--- config.mk ---
export PLATFORM = sky130hd
export DESIGN_NAME = multicycle_ctrl
export DESIGN_NICKNAME = d
export VERILOG_FILES = /design/src/rtl/mc_pkg.sv /design/src/rtl/mc_decode.sv /design/src/rtl/multicycle_ctrl.sv
export SDC_FILE = /design/constraint.sdc
export NUM_CORES = 1
export LEC_CHECK = 0
export CELL_PAD_IN_SITES_DETAIL_PLACEMENT = 1
export CELL_PAD_IN_SITES_GLOBAL_PLACEMENT = 1
export CORE_MARGIN = 2
export CORE_UTILIZATION = 25
export CTS_CLUSTER_DIAMETER = 150
export DETAILED_ROUTE_END_ITERATION = 6
export PLACE_DENSITY_LB_ADDON = 0.1
export REMOVE_ABC_BUFFERS = 1
export SYNTH_ARGS = -nofsm -noshare
export SYNTH_HDL_FRONTEND = slang
export SYNTH_SLANG_ARGS = --single-unit
--- constraint.sdc ---
create_clock -name clk -period 1.75 [get_ports clk]
set_clock_uncertainty 0.05 [all_clocks]
set_input_delay 0.175 -clock clk [delete_from_list [all_inputs] [get_ports clk]]
set_output_delay 0.175 -clock clk [all_outputs]
set_load 0.05 [all_outputs]
--- src/rtl/mc_pkg.sv ---
// rtl/mc_pkg.sv - state encoding, opcode/funct constants and datapath select encodings
package mc_pkg;

  typedef enum logic [2:0] {
    ST_FETCH  = 3'd0,
    ST_DECODE = 3'd1,
    ST_EXEC   = 3'd2,
    ST_MEM    = 3'd3,
    ST_WB     = 3'd4
  } state_t;

  typedef enum logic [3:0] {
    IC_NOP, IC_ADDU, IC_SUBU, IC_JR, IC_ORI, IC_LUI,
    IC_ADDI, IC_LW, IC_SW, IC_BEQ, IC_J, IC_JAL
  } iclass_t;

  localparam logic [5:0] OP_RTYPE = 6'b000000;
  localparam logic [5:0] OP_J     = 6'b000010;
  localparam logic [5:0] OP_JAL   = 6'b000011;
  localparam logic [5:0] OP_BEQ   = 6'b000100;
  localparam logic [5:0] OP_ADDI  = 6'b001000;
  localparam logic [5:0] OP_ORI   = 6'b001101;
  localparam logic [5:0] OP_LUI   = 6'b001111;
  localparam logic [5:0] OP_LW    = 6'b100011;
  localparam logic [5:0] OP_SW    = 6'b101011;

  localparam logic [5:0] FN_ADDU  = 6'b100001;
  localparam logic [5:0] FN_SUBU  = 6'b100011;
  localparam logic [5:0] FN_JR    = 6'b001000;

  localparam logic [1:0] ALU_ADD  = 2'b00;
  localparam logic [1:0] ALU_SUB  = 2'b01;
  localparam logic [1:0] ALU_OR   = 2'b10;
  localparam logic [1:0] ALU_LUI  = 2'b11;

  localparam logic [2:0] RSRC_ALU = 3'b000;
  localparam logic [2:0] RSRC_MEM = 3'b001;
  localparam logic [2:0] RSRC_PC4 = 3'b010;

  localparam logic [1:0] RDST_RT  = 2'b00;
  localparam logic [1:0] RDST_RD  = 2'b01;
  localparam logic [1:0] RDST_RA  = 2'b10;

endpackage

--- src/rtl/mc_decode.sv ---
// rtl/mc_decode.sv - combinational opcode/funct to instruction class decoder
module mc_decode
  import mc_pkg::*;
(
  input  logic [5:0] opcode,
  input  logic [5:0] funct,
  output logic [3:0] iclass
);

  always_comb begin
    iclass = IC_NOP;
    case (opcode)
      OP_RTYPE: begin
        case (funct)
          FN_ADDU: iclass = IC_ADDU;
          FN_SUBU: iclass = IC_SUBU;
          FN_JR:   iclass = IC_JR;
          default: iclass = IC_NOP;
        endcase
      end
      OP_J:    iclass = IC_J;
      OP_JAL:  iclass = IC_JAL;
      OP_BEQ:  iclass = IC_BEQ;
      OP_ADDI: iclass = IC_ADDI;
      OP_ORI:  iclass = IC_ORI;
      OP_LUI:  iclass = IC_LUI;
      OP_LW:   iclass = IC_LW;
      OP_SW:   iclass = IC_SW;
      default: iclass = IC_NOP;
    endcase
  end

endmodule

--- src/rtl/multicycle_ctrl.sv ---
// rtl/multicycle_ctrl.sv - multicycle CPU control FSM; MULTICYCLE_OVF_CHECK_EN makes addi overflow skip write-back
module multicycle_ctrl
  import mc_pkg::*;
(
  input  logic       clk,
  input  logic       rst,
  input  logic [5:0] opcode,
  input  logic [5:0] funct,
  input  logic       zero,
  input  logic       overflow,
  input  logic       mem_ready,
  output logic       pc_write,
  output logic       ir_write,
  output logic       reg_write,
  output logic       mem_write,
  output logic       mem_req,
  output logic [1:0] alu_ctl,
  output logic       alu_src,
  output logic       ext_op,
  output logic [2:0] reg_src,
  output logic [1:0] reg_dst,
  output logic       npc_sel,
  output logic       j_ctl,
  output logic       jr_ctl,
  output logic       instr_done,
  output logic [2:0] state
);

  state_t     state_q, state_d;
  logic [3:0] iclass_raw;
  iclass_t    iclass;

  mc_decode u_decode (
    .opcode (opcode),
    .funct  (funct),
    .iclass (iclass_raw)
  );

  assign iclass = iclass_t'(iclass_raw);
  assign state  = state_q;

`ifndef MULTICYCLE_OVF_CHECK_EN
  logic unused_overflow;
  assign unused_overflow = overflow;
`endif

  always_ff @(posedge clk or posedge rst) begin
    if (rst) state_q <= ST_FETCH;
    else     state_q <= state_d;
  end

  always_comb begin
    state_d    = state_q;
    pc_write   = 1'b0;
    ir_write   = 1'b0;
    reg_write  = 1'b0;
    mem_write  = 1'b0;
    mem_req    = 1'b0;
    alu_ctl    = ALU_ADD;
    alu_src    = 1'b0;
    ext_op     = 1'b0;
    reg_src    = RSRC_ALU;
    reg_dst    = RDST_RT;
    npc_sel    = 1'b0;
    j_ctl      = 1'b0;
    jr_ctl     = 1'b0;
    instr_done = 1'b0;

    // Reset gates every output so nothing leaks while state_q is forced to FETCH.
    if (!rst) begin
      if (state_q == ST_EXEC || state_q == ST_MEM || state_q == ST_WB) begin
        case (iclass)
          IC_ADDU: reg_dst = RDST_RD;
          IC_SUBU: begin alu_ctl = ALU_SUB; reg_dst = RDST_RD; end
          IC_ORI:  begin alu_ctl = ALU_OR;  alu_src = 1'b1; end
          IC_LUI:  begin alu_ctl = ALU_LUI; alu_src = 1'b1; end
          IC_ADDI, IC_SW: begin alu_src = 1'b1; ext_op = 1'b1; end
          IC_LW:   begin alu_src = 1'b1; ext_op = 1'b1; reg_src = RSRC_MEM; end
          IC_BEQ:  begin alu_ctl = ALU_SUB; ext_op = 1'b1; end
          IC_JAL:  begin reg_dst = RDST_RA; reg_src = RSRC_PC4; end
          default: ;
        endcase
      end

      case (state_q)
        ST_FETCH: begin
          ir_write = 1'b1;
          pc_write = 1'b1;
          state_d  = ST_DECODE;
        end
        ST_DECODE: begin
          if (iclass == IC_NOP) begin
            instr_done = 1'b1;
            state_d    = ST_FETCH;
          end else begin
            state_d = ST_EXEC;
          end
        end
        ST_EXEC: begin
          case (iclass)
            IC_ADDU, IC_SUBU, IC_ORI, IC_LUI: state_d = ST_WB;
            IC_ADDI: begin
`ifdef MULTICYCLE_OVF_CHECK_EN
              if (overflow) begin
                instr_done = 1'b1;
                state_d    = ST_FETCH;
              end else begin
                state_d = ST_WB;
              end
`else
              state_d = ST_WB;
`endif
            end
            IC_LW, IC_SW: state_d = ST_MEM;
            IC_JR: begin
              jr_ctl     = 1'b1;
              pc_write   = 1'b1;
              instr_done = 1'b1;
              state_d    = ST_FETCH;
            end
            IC_BEQ: begin
              npc_sel    = 1'b1;
              pc_write   = zero;
              instr_done = 1'b1;
              state_d    = ST_FETCH;
            end
            IC_J, IC_JAL: begin
              j_ctl      = 1'b1;
              pc_write   = 1'b1;
              reg_write  = (iclass == IC_JAL);
              instr_done = 1'b1;
              state_d    = ST_FETCH;
            end
            default: begin
              instr_done = 1'b1;
              state_d    = ST_FETCH;
            end
          endcase
        end
        ST_MEM: begin
          mem_req   = 1'b1;
          mem_write = (iclass == IC_SW);
          if (mem_ready) begin
            if (iclass == IC_SW) begin
              instr_done = 1'b1;
              state_d    = ST_FETCH;
            end else begin
              state_d = ST_WB;
            end
          end
        end
        ST_WB: begin
          reg_write  = 1'b1;
          instr_done = 1'b1;
          state_d    = ST_FETCH;
        end
        default: state_d = ST_FETCH;
      endcase
    end
  end

endmodule

==> metrics.md, run 1 <==
| Metric | Value |
|---|---|
| FP Rows | `20` |
| IO Port Bufs | `35` |
| Outcome | `did not finish` |
| Stopped at | `5_1_grt` |
| Clock sink total | `3` |
| Starting Density | `0.2672` |
| Max Root-Sink Buffers | `2` |
| Worst EP kind | `output port` |
| HPWL Detailed | `2874 microns` |
| Largest net degree at the start of global routing | `11` |
| Post-synthesis cell type count | `57` |
| Yosys warns | `0` |
| Worst_ep grt | `instr_done` |
| Initial antenna violation count | `0` |
| Yosys top cell by area | `dfrtp_1` |
| Post-Syn Instances | `118` |
| Synthesized cell area | `835.8 sq um` |
| EDFF count, synth | `0` |
| Top cell type's share of synthesized area | `0.08982` |
| Cts bufs inserted | `3` |
| Top cells by count, synth | `nor2_1, inv_1, a21oi_1, nand2_1, buf_2` |
| RePlAce Congestion | `0.8299` |
| First Err | `[ERROR DPL-0033] detailed placement checks failed during check placement.` |
| CTS root buf | `clkbuf_4` |
| # IOs | `38` |
| FFs w/ async S/R, synth | `1.000` |
| Max H-tree Level | `1` |
| Place WS | `-0.6753 ns` |
| Mapped Avg Cell Area | `7.083 sq um` |
| Inst Count DP | `237` |
| Largest cells by area after synthesis | `dfrtp_1, nor2_1, a21oi_1` |
| Die width | `61.82 microns` |
| Post-synthesis register bit count | `3` |
| Hold-fix buffers at CTS | `0` |
| Register area share after synthesis | `0.08982` |
| Ys flop type | `dfrtp_1` |
| Die Y | `61.82 microns` |
| Most numerous cell in the Yosys netlist | `nor2_1` |
metrics by stage:
stage | utilization | instance area [sq um]
after CTS | 0.6780 | 2121
after detailed placement | 0.5540 | 1733
after global placement | 0.5540 | 1733
after floorplan | - | 777.0
kinds of logic after synthesis:
group	share of synthesized area
compound gates	0.3399
other cells	0.004487
mux	0.01796
flops	0.08982
buf+inv	0.1108
simple gates	0.4162
xor+xnor	0.02096
what timing repair did:
item	4_1_cts
cloned	2
resized for setup	99
endpoints found under the setup margin	17
pin swaps	20
buffers inserted	14
==> run 2: changes to the inputs <==
CELL_PAD_IN_SITES_DETAIL_PLACEMENT = not set   (was 1)
CELL_PAD_IN_SITES_GLOBAL_PLACEMENT = not set   (was 1)
CORE_UTILIZATION = 22   (was 25)
CTS_CLUSTER_DIAMETER = not set   (was 150)
PLACE_DENSITY_LB_ADDON = 0.15   (was 0.1)
clock period = 2.3 ns   (was 1.75 ns; I/O delays follow)
==> metrics.md, run 2 <==
| Metric | Value |
|---|---|
| Layout area overhead | `117.1%` |
| HP Class | `input port to async pin` |
| Sw Pwr | `0.4104 mW` |
| Initial DRC count | `38` |
| Initial antenna violation count | `0` |
| FP Rows | `22 (was 20)` |
| WP data required | `2.02 ns` |
| Clock sink total | `3 (unchanged)` |
| IO Port Bufs | `35 (unchanged)` |
| Yosys warns | `0 (unchanged)` |
| Largest cells by area after synthesis | `dfrtp_1, nor2_1, a21oi_1 (unchanged)` |
| Max reg flops | `3` |
| Ant. Diodes | `0` |
| Ys flop type | `dfrtp_1 (unchanged)` |
| Setup CP Type | `input port to output pin` |
| Routed Wire Length | `3151 microns` |
| Drt pass-1 iters | `5` |
| Worst-case vdd ir drop | `0.3223 mV` |
| Hold-fix buffers at CTS | `0 (unchanged)` |
| Post-Syn Instances | `118 (unchanged)` |
| HPWL Detailed | `2494 microns (was 2874 microns)` |
| Final Cycle Share | `0.9643` |
| Multi-input gate area | `747.0 sq um` |
| Starting Density | `0.2283 (was 0.2672)` |
| Final cell count without fillers | `238` |
| First-pass GRT wire length | `5202 microns` |
| Max H-tree Level | `1 (unchanged)` |
| Commonest non-fill, non-tap cell in the layout | `buf_4` |
| Outcome | `finished clean (was did not finish)` |
| Comb pwr share | `0.722` |
| Slew Limit Fails | `0` |
| Final hold vios | `0` |
| CP arrival | `1.94 ns` |
| R2r startpoint | `state[2]$_DFFE_PP0P_` |
| Fin Setup TNS | `0 ns` |
| Worst-path clk slew | `0.03 ns` |
| Max-cap violations | `0` |
| Die Area | `4308 sq um` |
| Final Util | `0.4956` |
| Net Sw Frac | `0.4489` |
| GRT Total Usage | `0.1498` |
| Worst setup path start | `funct[4]` |
| Die Y | `65.64 microns (was 61.82 microns)` |
| Vias | `1173` |
| RSZ-0062 raised after global routing | `true` |
| Lkg Pwr | `0.7602 nW` |
| Most frequent cells in the layout | `buf_4, buf_12, nor2_1` |
| Post-DRT Antenna Nets | `0` |
| Max Root-Sink Buffers | `2 (unchanged)` |
| # IOs | `38 (unchanged)` |
| FFs w/ async S/R, synth | `1.000 (unchanged)` |
| CTS root buf | `clkbuf_8 (was clkbuf_4)` |
| Worst setup EP type | `output pin` |
| Clk network pwr share | `0.164` |
| WL/cell | `13.24 microns` |
| Critical path peak fanout | `5` |
| Mapped Avg Cell Area | `7.083 sq um (unchanged)` |
| CTS tree | `built` |
| EDFF count, synth | `0 (unchanged)` |
| Post-synthesis register bit count | `3 (unchanged)` |
| Setup Viol. Count Final | `0` |
| Top cells by count, synth | `nor2_1, inv_1, a21oi_1, nand2_1, buf_2 (unchanged)` |
| Total core area | `3661 sq um` |
| Final Instance Area | `1814 sq um` |
| Placed Area | `1650 sq um (was 1733 sq um)` |
| Remaining DRCs | `0` |
| Skew-Pair Late Insertion Delay | `0.21 ns` |
| Top cell type's share of synthesized area | `0.08982 (unchanged)` |
| Final Hold Slack | `0.1280 ns` |
| Vias per cell | `4.929` |
| Max Clock Freq | `0.4509 GHz` |
| Inst Count DP | `230 (was 237)` |
| Yosys top cell by area | `dfrtp_1 (unchanged)` |
| Post-synthesis cell type count | `57 (unchanged)` |
| Remaining Overflow, GRT | `0` |
| Most numerous cell in the Yosys netlist | `nor2_1 (unchanged)` |
| Power Density | `503.9 nW/um^2` |
| Die width | `65.64 microns (was 61.82 microns)` |
| Largest net degree at the start of global routing | `10` |
| RePlAce Congestion | `0.8035 (was 0.8299)` |
| CP Launch Type | `input port` |
| Share of cells above drive strength 1 | `0.4737` |
| Fillers | `355` |
| Fin nets | `208` |
| Pint | `0.5038 mW` |
| FF+latch area | `77.57 sq um` |
| Sequential share of power | `0.114` |
| Synthesized cell area | `835.8 sq um (unchanged)` |
| Minimum clock period | `2.218 ns` |
| Register area share after synthesis | `0.08982 (unchanged)` |
| Cts bufs inserted | `3 (unchanged)` |
| Vias in the first global route | `1193` |
==> run 2: cell counts after synthesis <==
No cell type changed its count.
==> run 2: logic make-up after synthesis <==
kind of cell / Yosys count / synth area share
other: 1 / 0.004487
and+or+nand+nor: 55 / 0.4162
AOI/OAI and AO/OA: 37 / 0.3399
muxes: 1 / 0.01796
xor gates and xnor gates: 2 / 0.02096
DFF: 3 / 0.08982
buffers and inverters: 19 / 0.1108
==> run 2: layout make-up <==
type                       instances  area share
timing repair buffer              78      0.4690
multi-input combinational         96      0.4117
sequential                         3     0.04276
tap                               48     0.03310
clock buffer                       4     0.02483
inverter                           9     0.01862
==> run 2: metal layers <==
metal	global-route usage	wire length (microns)	up-vias
li1	-	-	582
met1	0.1907	1389	542
met2	0.2576	1559	38
met3	0.01712	117	11
met4	0.05469	85	0
met5	0	0	-
==> run 2: path summary, 6_finish.rpt <==
path                       depth (start not counted)  slack (ns)              endpoint
setup / recovery                                   7        0.08            instr_done
hold / removal                                     3        0.13  state[1]$_DFFE_PP0P_
setup reg to reg                                   6        0.48  state[2]$_DFFE_PP0P_
hold reg to reg                                    2        0.62  state[0]$_DFFE_PP0P_
max in group asynchronous                          3        1.90  state[2]$_DFFE_PP0P_
min in group clk                                   3        0.52  state[0]$_DFFE_PP0P_
==> run 2: power by group through the flow <==
stage	sequential (mW)	combinational [mW]	clock [mW]
2_1_floorplan	0.165	0.232	0
3_3_place_gp	0.0981	0.621	0
3_5_place_dp	0.0977	0.625	0
4_1_cts	0.100	0.642	0.154
5_1_grt	0.110	0.697	0.162
6_report	0.104	0.660	0.150
==> run 2: critical path, stage by stage <==
cell             delay [ns]
clkdlybuf4s50_1        0.42
nor4_2                 0.33
o211ai_1               0.24
o21ai_2                0.19
a22oi_1                0.12
o221ai_2               0.24
buf_12                 0.17
==> run 2: timing repair <==
action / in CTS / in global routing
pin swaps: 6 / 3
setup endpoints to repair: 7 / 7
resized for setup: 23 / 12
buffers inserted: 4 / 0
==> run 2: stage by stage <==
stage | power [mW] | setup WS [ns]
after floorplan | 0.3972 | -0.6735
after global placement | 0.7192 | -0.1943
after detailed placement | 0.7222 | -0.1907
after CTS | 0.8958 | 0.01590
after global routing | 0.9688 | -0.0007769
final | 0.9142 | 0.08217
(Power assumes the default switching activity.)
